### config.mk
export PLATFORM = sky130hd
export DESIGN_NAME = fetch_stage
export DESIGN_NICKNAME = d
export VERILOG_FILES = /design/src/rtl/fetch_stage.sv
export SDC_FILE = /design/constraint.sdc
export NUM_CORES = 1
export LEC_CHECK = 0
export BUFFER_PORTS_ARGS = -buffer_cell sky130_fd_sc_hd__buf_2
export CAP_MARGIN = 0
export CELL_PAD_IN_SITES_DETAIL_PLACEMENT = 1
export CELL_PAD_IN_SITES_GLOBAL_PLACEMENT = 1
export CORE_MARGIN = 5
export CORE_UTILIZATION = 42
export DETAILED_ROUTE_END_ITERATION = 10
export PLACE_DENSITY_LB_ADDON = 0.1
export SKIP_CTS_REPAIR_TIMING = 1
export SYNTH_ARGS = -nofsm -noshare
export SYNTH_HDL_FRONTEND = slang
export SYNTH_SLANG_ARGS = --single-unit
### constraint.sdc
create_clock -name clk -period 4.13 [get_ports clk]
set_input_delay 0.2065 -clock clk [delete_from_list [all_inputs] [get_ports clk]]
set_output_delay 0.2065 -clock clk [all_outputs]
set_load 0.02 [all_outputs]
### src/rtl/fetch_stage.sv
// Instruction-fetch stage: owns the PC, issues imem fetches and loads IF/ID.
// Branch/jump redirects use MIPS delay-slot semantics and survive imem wait states.
module fetch_stage #(
  parameter logic [31:0] RESET_PC = 32'h0000_0000
) (
  input  logic        clk,
  input  logic        rst_n,
  input  logic        stall,
  input  logic        branchTaken,
  input  logic        Jump,
  input  logic        JumpReg,
  input  logic [31:0] rsData,
  output logic [31:0] imem_addr,
  output logic        imem_req,
  input  logic [31:0] imem_rdata,
  input  logic        imem_ready,
  output logic [31:0] if_id_instr,
  output logic [31:0] if_id_pcPlus4,
  output logic        if_id_valid
);

  localparam logic [0:0] RUN  = 1'b0;
  localparam logic [0:0] PEND = 1'b1;

  logic [0:0]  state, stateNext;
  logic [31:0] pc, pcNext, pcPlus4;
  logic [31:0] pendTarget, pendTargetNext;
  logic [31:0] instrNext, pcPlus4Next;
  logic        validNext;
  logic        fetchDone, idAdvance, redirect;
  logic [31:0] jrTarget, jumpTarget, branchTarget, target;
  logic [31:0] branchOffset;

  assign imem_addr = pc;
  assign pcPlus4   = pc + 32'd4;

  assign fetchDone = imem_ready & imem_req & ~stall;
  assign idAdvance = ~stall;
  assign redirect  = if_id_valid & idAdvance & (JumpReg | Jump | branchTaken);

  assign jrTarget     = rsData & 32'hFFFF_FFFC;
  assign jumpTarget   = {if_id_pcPlus4[31:28], if_id_instr[25:0], 2'b00};
  assign branchOffset = {{14{if_id_instr[15]}}, if_id_instr[15:0], 2'b00};
  assign branchTarget = if_id_pcPlus4 + branchOffset;

  always_comb begin
    target = branchTarget;
    if (JumpReg)   target = jrTarget;
    else if (Jump) target = jumpTarget;
  end

  // A redirect seen while the delay slot is still waiting on imem is parked
  // in pendTarget and applied on the delay slot's completing fetch.
  always_comb begin
    pcNext         = pc;
    stateNext      = state;
    pendTargetNext = pendTarget;
    instrNext      = if_id_instr;
    pcPlus4Next    = if_id_pcPlus4;
    validNext      = if_id_valid;
    if (!stall) begin
      if (fetchDone) begin
        instrNext   = imem_rdata;
        pcPlus4Next = pcPlus4;
        validNext   = 1'b1;
        if (redirect) begin
          pcNext = target;
        end else if (state == PEND) begin
          pcNext    = pendTarget;
          stateNext = RUN;
        end else begin
          pcNext = pcPlus4;
        end
      end else begin
        instrNext   = '0;
        pcPlus4Next = '0;
        validNext   = 1'b0;
        if (redirect) begin
          pendTargetNext = target;
          stateNext      = PEND;
        end
      end
    end
  end

  always_ff @(posedge clk or negedge rst_n) begin
    if (!rst_n) begin
      pc            <= RESET_PC;
      state         <= RUN;
      pendTarget    <= '0;
      imem_req      <= 1'b0;
      if_id_instr   <= '0;
      if_id_pcPlus4 <= '0;
      if_id_valid   <= 1'b0;
    end else begin
      pc            <= pcNext;
      state         <= stateNext;
      pendTarget    <= pendTargetNext;
      imem_req      <= 1'b1;
      if_id_instr   <= instrNext;
      if_id_pcPlus4 <= pcPlus4Next;
      if_id_valid   <= validNext;
    end
  end

endmodule

After elaboration in Yosys (flattened, before gate mapping)
Cells that the tools add are included.
{"block": "totals", "output_inout_bits": 98, "register_bits": 131}
{"block": "op_classes", "n_addsub": 2, "reduce_logical": 4, "bitwise": 8, "eq_ne": 1, "n_mux": 10}
{"cell": "32-bit 2-to-1 mux", "n": 6}
{"cell": "32-bit by 3-bit adder with 32-bit output, second input constant", "n": 1}
{"cell": "32-bit adder", "n": 1}
{"cell": "3-bit AND reduction", "n": 2}
{"cell": "1-bit AND", "n": 4}
{"cell": "1-bit 2-to-1 mux", "n": 4}
{"cell": "2-bit inequality test, second input constant", "n": 1}
{"cell": "1-bit NOT", "n": 2}
{"cell": "1-bit bitwise OR", "n": 2}
{"cell": "2-bit AND reduction", "n": 1}
{"cell": "2-bit nonzero test", "n": 1}

Logic depth before layout (Yosys ltp)
Gate-level depths: netlist of the first run.
{"block": "depth", "depth_word": 5, "ltp_mapped": 11, "ltp_nobuf": 11}

Worst setup path before layout of the first run
OpenSTA, ideal clock, no wires.
{"block": "synth_timing", "path_type": "register -> register", "start": "register if_id_instr[15]", "end": "register pc[24] (netlist: imem_addr[24])", "path_buffers": 1, "setup_time_ns": 0.065, "arrival_time_ns": 3.048, "stages_incl_launch_ff": 12, "slack_ns": 1.017, "path_cell_list": "dfrtp_1 -> ha_1 -> clkdlybuf4s15_1 -> a21o_1 -> a21oi_1 -> inv_1 -> a21oi_1 -> mux2_2 -> a2111o_1 -> a21o_1 -> a21oi_2 -> o22a_1"}
{"block": "synth_between", "elab_chain_cells": 4}
{"item": "start, declared", "line": "17", "rtl": "output logic [31:0] if_id_instr,"}
{"item": "start signal, assigned", "line": "100", "rtl": "if_id_instr <= instrNext;"}
{"item": "32-bit adder", "line": "44", "rtl": "assign branchTarget = if_id_pcPlus4 + branchOffset;"}
{"item": "32-bit 2-to-1 mux", "line": "49", "rtl": "else if (Jump) target = jumpTarget;"}
{"item": "32-bit 2-to-1 mux", "line": "48", "rtl": "if (JumpReg) target = jrTarget;"}
{"item": "32-bit 2-to-1 mux", "line": "66", "rtl": "if (redirect) begin"}
{"item": "end signal, assigned", "line": "96", "rtl": "pc <= pcNext;"}
{"item": "end, declared", "line": "26", "rtl": "logic [31:0] pc, pcNext, pcPlus4;"}
No other way between the ends.
A chain may end at the register's enable or synchronous reset.

Final worst setup path of the first run
{"block": "layout_timing", "start": "register if_id_instr[0]", "end": "register pc[26] (netlist: imem_addr[26])"}
The elaborated chain is that of the path after synthesis.

==> impl_metrics.json, run 1 <==
{
  "outcome": "finished, violations left",
  "violations": "negative hold slack",
  "p_per_area_mw_per_mm2": 488,
  "cts_sinks": 131,
  "ctsHtreeMaxLevel": 4,
  "coreArea_mm2": 0.0187,
  "combPwrFrac": 0.275,
  "final_common_cell": "buf_2",
  "skew_ns": 0.0114,
  "clock_path_buffers": 2,
  "grt_max_degree": 102,
  "antenna_left": 0,
  "n_antenna_cell": 0,
  "synth_nets": 967,
  "p_leak_nw": 4.67,
  "antenna_found_initial": 0,
  "cts_tree": "yes",
  "grt.overflow.total": 0,
  "grt_usage": 0.254,
  "setup_viol": 0,
  "critical_path.max_fanout": 5,
  "initial_utilization": 0.427,
  "period_share": 0.867,
  "power_frac_seq": 0.380,
  "report.power.total_mw": 4.78,
  "p_switching_mw": 1.73,
  "min_delay_path_depth": 2,
  "p_sw_frac": 0.361,
  "syn2layout_area_growth_pct": 22.9,
  "async_flop_share": 1.00,
  "routed-via-count": 7441,
  "clockRootBuffer": "clkbuf_16",
  "worst_hold_slack_ns": -0.00926,
  "grt_pass1_wl_um": 43900,
  "clkPwrFrac": 0.345,
  "clk_pin_slew_ns": 0.06,
  "synth_area_mm2": 0.00798,
  "die_h_um": 148,
  "tns_ns": 0,
  "yosys_most_used_dff": "dfrtp_1",
  "syn_area_per_cell_um2": 9.22,
  "reg2regPathDepth": 11,
  "synth_edf_count": 0,
  "nets": 1129,
  "layout_common_cells": "buf_2 (165), dfrtp_1 (131), nand2_1 (110), o21ai_0 (88), a22o_1 (56)",
  "drv_cap": 0,
  "worstMarginPinSlew_ns": 0.987,
  "drc_errors": 0,
  "wl_per_cell_um": 22.0,
  "ys_types": 72,
  "initialDrtViolationCount": 363,
  "grt_pass1_vias": 7884,
  "viasPerCell": 5.84,
  "hold_class": "primary input to register",
  "die-area_mm2": 0.0219,
  "end_kind": "register",
  "syn_inst": 865,
  "post-route-util": 0.524,
  "rows": 50,
  "ir_drop_uv": 261,
  "dp_hpwl_um": 19700,
  "first_pass_iters": 7,
  "required_ns": 4.41,
  "seq_area_frac_synth": 0.411,
  "maxSlewHeadroom": 0.342,
  "io_pins": 169,
  "internal_power_mw": 3.06,
  "crit_arrival_ns": 3.86,
  "clk_latency_ns": 0.43,
  "max_freq_mhz": 279,
  "wirelength_um": 28000,
  "die_w_um": 148,
  "path_class": "register to register",
  "place.gp.congestion": 0.874,
  "min_period_ns": 3.58,
  "drive_gt1_frac": 0.235,
  "setup.worst_path.start_class": "register",
  "hold_viol_final": 6,
  "ys_ff_latch": 131,
  "ys_warn_count": 0,
  "numCtsBuffers": 17,
  "rsz0062_at_grt": "false",
  "maxSlewViolCount": 0,
  "place.port_buffers": 166
}
[critical path: stages (launching register included)]
cell and delay (ns):
dfrtp_1 0.42, ha_1 0.26, fa_1 0.44, a211oi_1 0.35, o21bai_1 0.17, a211oi_2 0.50, o21a_1 0.33, o21a_1 0.25
xor2_1 0.16, nor2_1 0.08, a211oi_1 0.33, o31ai_1 0.13
[stage by stage]
step | cells | worst slack (ns) | area (um^2)
final | 1274 | 0.550 | 9800
after global routing | 1274 | 0.371 | 9800
after CTS | 1253 | 0.553 | 9590
after detailed placement | 1221 | 0.601 | 8960
after global placement | 1221 | 0.621 | 8960
after floorplan | 865 | 1.02 | 7980
[kinds of logic after synthesis]
| group | Yosys count | synth area share |
|---|---|---|
| buffers and inverters | 72 | 0.0390 |
| adders and majority gates | 31 | 0.0496 |
| AOI/OAI and AO/OA | 323 | 0.275 |
| muxes | 27 | 0.0353 |
| xor gates and xnor gates | 49 | 0.0538 |
| other | 1 | 0.000470 |
| DFF | 131 | 0.411 |
| and+or+nand+nor | 231 | 0.136 |
[cells in the mapped netlist, types with 3 or more instances]
cell type / instances / area, um^2
o221ai_1: 6 / 52.6
o21ai_0: 88 / 440
a21oi_1: 51 / 255
nor3_1: 4 / 20.0
buf_2: 5 / 25.0
a22o_1: 56 / 490
xnor2_1: 31 / 272
ha_1: 30 / 375
nand4_1: 6 / 37.5
a31oi_1: 8 / 50.1
xor2_1: 18 / 158
dfrtp_1: 131 / 3280
and4_1: 3 / 26.3
o22ai_1: 6 / 37.5
or2_2: 6 / 37.5
o211ai_1: 22 / 165
and3_1: 17 / 106
clkbuf_1: 46 / 173
mux2_2: 9 / 101
o21bai_1: 8 / 60.1
mux2i_1: 18 / 180
nand2b_1: 7 / 43.8
nand3_1: 19 / 95.1
o21a_1: 10 / 75.1
a211oi_1: 5 / 37.5
o21ai_1: 14 / 70.1
a21o_1: 14 / 105
and2_1: 4 / 25.0
nor2b_1: 3 / 18.8
o31ai_1: 5 / 37.5
nand2_1: 110 / 413
nor2_1: 43 / 161
a22oi_1: 5 / 37.5
a2bb2oi_1: 3 / 26.3
inv_1: 13 / 48.8
[cell type report]
cell class,count,area (um^2)
Sequential cell,131,3280
Fill cell,2186,8900
Timing Repair Buffer,201,1150
Inverter,14,52.6
Tap cell,234,293
Clock inverter,14,201
Clock buffer,18,429
Multi-Input combinational cell,662,4400
[registers in the layout (all words and copies together), names as in the netlist]
signal and count:
imem_addr 32, if_id_pcPlus4 32, if_id_instr 32, imem_req 1, pendTarget 32, if_id_valid 1, state 1
[worst paths after layout]
| path | endpoint | slack (ns) | startpoint |
|---|---|---|---|
| max | imem_addr[26] | 0.55 | if_id_instr[0] |
| min | if_id_instr[14] | -0.009 | imem_rdata[14] |
| max reg2reg | imem_addr[26] | 0.55 | if_id_instr[0] |
| min reg2reg | pendTarget[14] | 0.48 | pendTarget[14] |
| max in group asynchronous | if_id_instr[21] | 2.69 | rst_n |
| min in group asynchronous | if_id_instr[27] | 0.46 | rst_n |
[per-layer routing]
layer	share of wire	GRT usage	vias to the layer above
met1	0.46	0.340	3754
li1	-	-	3484
met5	0	0	-
met4	0.012	0.0591	0
met3	0.038	0.0411	27
met2	0.49	0.433	176
[power groups by stage]
| stage | clock (mW) | sequential, mW | combinational, mW |
|---|---|---|---|
| final | 1.65 | 1.82 | 1.32 |
| after global placement | 0 | 1.82 | 1.27 |
| after CTS | 1.68 | 1.81 | 1.31 |
| after detailed placement | 0 | 1.83 | 1.30 |
| after floorplan | 0 | 1.92 | 0.694 |
| after global routing | 1.73 | 1.85 | 1.44 |
No activity file was read; power rests on OpenSTA's default activity.
==> inputs of run 2 (changes only) <==
Settings changed: CTS_CLUSTER_SIZE from default to 14, PLACE_DENSITY from default to 0.8, PLACE_DENSITY_LB_ADDON 0.1 to default, RECOVER_POWER from default to 50.
==> run 2 against run 1 <==
  * The flow finishes with violations (negative hold slack, max-capacitance violations, max-slew violations)
  * Via count is 1.3% higher
  * Sequential power hardly changed
  * Register-to-register slack worse by 0.03 ns
  * Non-clock buffer count is 7 lower
  * Setup slack worse by 0.027 ns
  * Critical path type unchanged
  * Largest power group unchanged
==> impl_metrics.json, run 2 (synthesis gave the netlist of run 1 again) <==
{
  "viasPerCell": 5.95,
  "min_period_ns": 3.61,
  "p_leak_nw": 4.32,
  "cts_sinks": 131,
  "outcome": "finished, violations left",
  "nets": 1122,
  "p_switching_mw": 1.77,
  "crit_arrival_ns": 3.88,
  "skew_ns": 0.00869,
  "dp_hpwl_um": 19400,
  "path_class": "register to register",
  "drive_gt1_frac": 0.156,
  "layout_common_cells": "dfrtp_1 (131), nand2_1 (110), o21ai_0 (88), buf_2 (84), clkbuf_1 (81)",
  "hold_viol_final": 2,
  "clk_latency_ns": 0.43,
  "grt_pass1_vias": 7989,
  "combPwrFrac": 0.273,
  "placed_cell_area_mm2": 0.00894,
  "maxSlewViolCount": 100,
  "die_w_um": 148,
  "worstMarginPinSlew_ns": 2.56,
  "clock_path_buffers": 2,
  "worst_hold_slack_ns": -0.00438,
  "min_delay_path_depth": 2,
  "cp_slowest_cell": "a211oi_2",
  "clkPwrFrac": 0.344,
  "n_antenna_cell": 0,
  "place.port_buffers": 166,
  "io_pins": 169,
  "rr_endpoint": "imem_addr[26]",
  "routed-via-count": 7536,
  "reg2regPathDepth": 11,
  "final_common_cell": "dfrtp_1",
  "clockRootBuffer": "clkbuf_16",
  "period_share": 0.873,
  "initial_utilization": 0.427,
  "grt_max_degree": 100,
  "min_to": "if_id_instr[3]",
  "numCtsBuffers": 17,
  "syn2layout_area_growth_pct": 20.6,
  "slowest_delay_ns": 0.49,
  "wirelength_um": 28100,
  "violations": "negative hold slack, max-capacitance violations, max-slew violations",
  "r2r-start": "if_id_instr[0]",
  "reg2reg_setup_slack_ns": 0.52,
  "multiInputGateArea_mm2": 0.00440,
  "die-area_mm2": 0.0219,
  "initialDrtViolationCount": 441,
  "max_freq_mhz": 277,
  "die_h_um": 148,
  "antenna_left": 0,
  "setup_viol": 0,
  "p_per_area_mw_per_mm2": 493,
  "place.gp.congestion": 0.892,
  "rsz0062_at_grt": "false",
  "path_cells": "ha_1, fa_1, a211oi_1, o21bai_1, a211oi_2, o21a_1, o21a_1, xor2_1, nor2_1, a211oi_1, o31ai_1",
  "power_frac_seq": 0.383,
  "crit_buf_inv": 0,
  "internal_power_mw": 2.97,
  "cts_tree": "yes",
  "first_pass_iters": 4,
  "wl_per_cell_um": 22.2,
  "drc_errors": 0,
  "crit_family": "compound AO/OA/AOI/OAI gates",
  "maxSlewHeadroom": -0.705,
  "grt_pass1_wl_um": 44400,
  "grt_usage": 0.255,
  "coreArea_mm2": 0.0187,
  "p_sw_frac": 0.373,
  "grt.overflow.total": 0,
  "critical_path.max_fanout": 5,
  "drv_cap": 1,
  "hp-start": "imem_rdata[3]",
  "final_area_mm2": 0.00963,
  "antenna_found_initial": 0,
  "end_kind": "register",
  "setup.worst_path.start_class": "register",
  "tns_ns": 0,
  "fillerInstances": 2228,
  "ctsHtreeMaxLevel": 4,
  "ir_drop_uv": 285,
  "rows": 50,
  "hold_class": "primary input to register",
  "register_area_mm2": 0.00328,
  "post-route-util": 0.515,
  "clk_pin_slew_ns": 0.06,
  "required_ns": 4.41
}
-- run 2: cell types whose count changed in the layout (fill, tap and decap cells not counted), sizes merged --
cell         previous run  this run
bufinv                  4         3
inv                    17        20
clkinvlp                4         2
dlygate4sd3            21        17
buf                   180        95
clkbuf                 18        99
clkinv                  3         4
-- run 2: power by group through the flow --
stage / logic, mW / registers (mW) / clock network, mW
5_1_grt: 1.42 / 1.85 / 1.72
6_report: 1.30 / 1.82 / 1.63
3_3_place_gp: 1.26 / 1.82 / 0
4_1_cts: 1.32 / 1.81 / 1.65
3_5_place_dp: 1.30 / 1.83 / 0
2_1_floorplan: 0.694 / 1.92 / 0
-- run 2: area by class of cell --
| type | count | area share |
|---|---|---|
| Timing Repair Buffer | 194 | 0.102 |
| Inverter | 14 | 0.00546 |
| Sequential cell | 131 | 0.341 |
| Multi-Input combinational cell | 662 | 0.457 |
| Clock inverter | 15 | 0.0205 |
| Clock buffer | 17 | 0.0442 |
| Tap cell | 234 | 0.0304 |
-- run 2: metal layers --
layer,wire length [um],share of wire,GRT usage
met2,13400,0.48,0.416
met4,611,0.022,0.0785
met3,1460,0.052,0.0512
met1,12600,0.45,0.345
met5,0,0,0
-- run 2: per-stage QoR --
stage / power, mW / setup WS, ns / std cells
after floorplan: 2.62 / 1.02 / 865
after global routing: 4.98 / 0.308 / 1267
after detailed placement: 3.13 / 0.625 / 1218
after global placement: 3.07 / 0.696 / 1218
final: 4.74 / 0.524 / 1267
after CTS: 4.77 / 0.556 / 1250
-- run 2: worst max-delay path by stage --
| stage | start | endpoint | slack (ns) | cells after the start |
|---|---|---|---|---|
| 2_1_floorplan | if_id_instr[15] | imem_addr[24] | 1.02 | 11 |
| 3_3_place_gp | if_id_instr[0] | imem_addr[26] | 0.70 | 11 |
| 3_5_place_dp | if_id_instr[0] | imem_addr[26] | 0.63 | 11 |
| 4_1_cts | if_id_instr[0] | imem_addr[26] | 0.56 | 11 |
| 5_1_grt | if_id_instr[0] | imem_addr[26] | 0.31 | 11 |
| 6_report | if_id_instr[0] | imem_addr[26] | 0.52 | 11 |
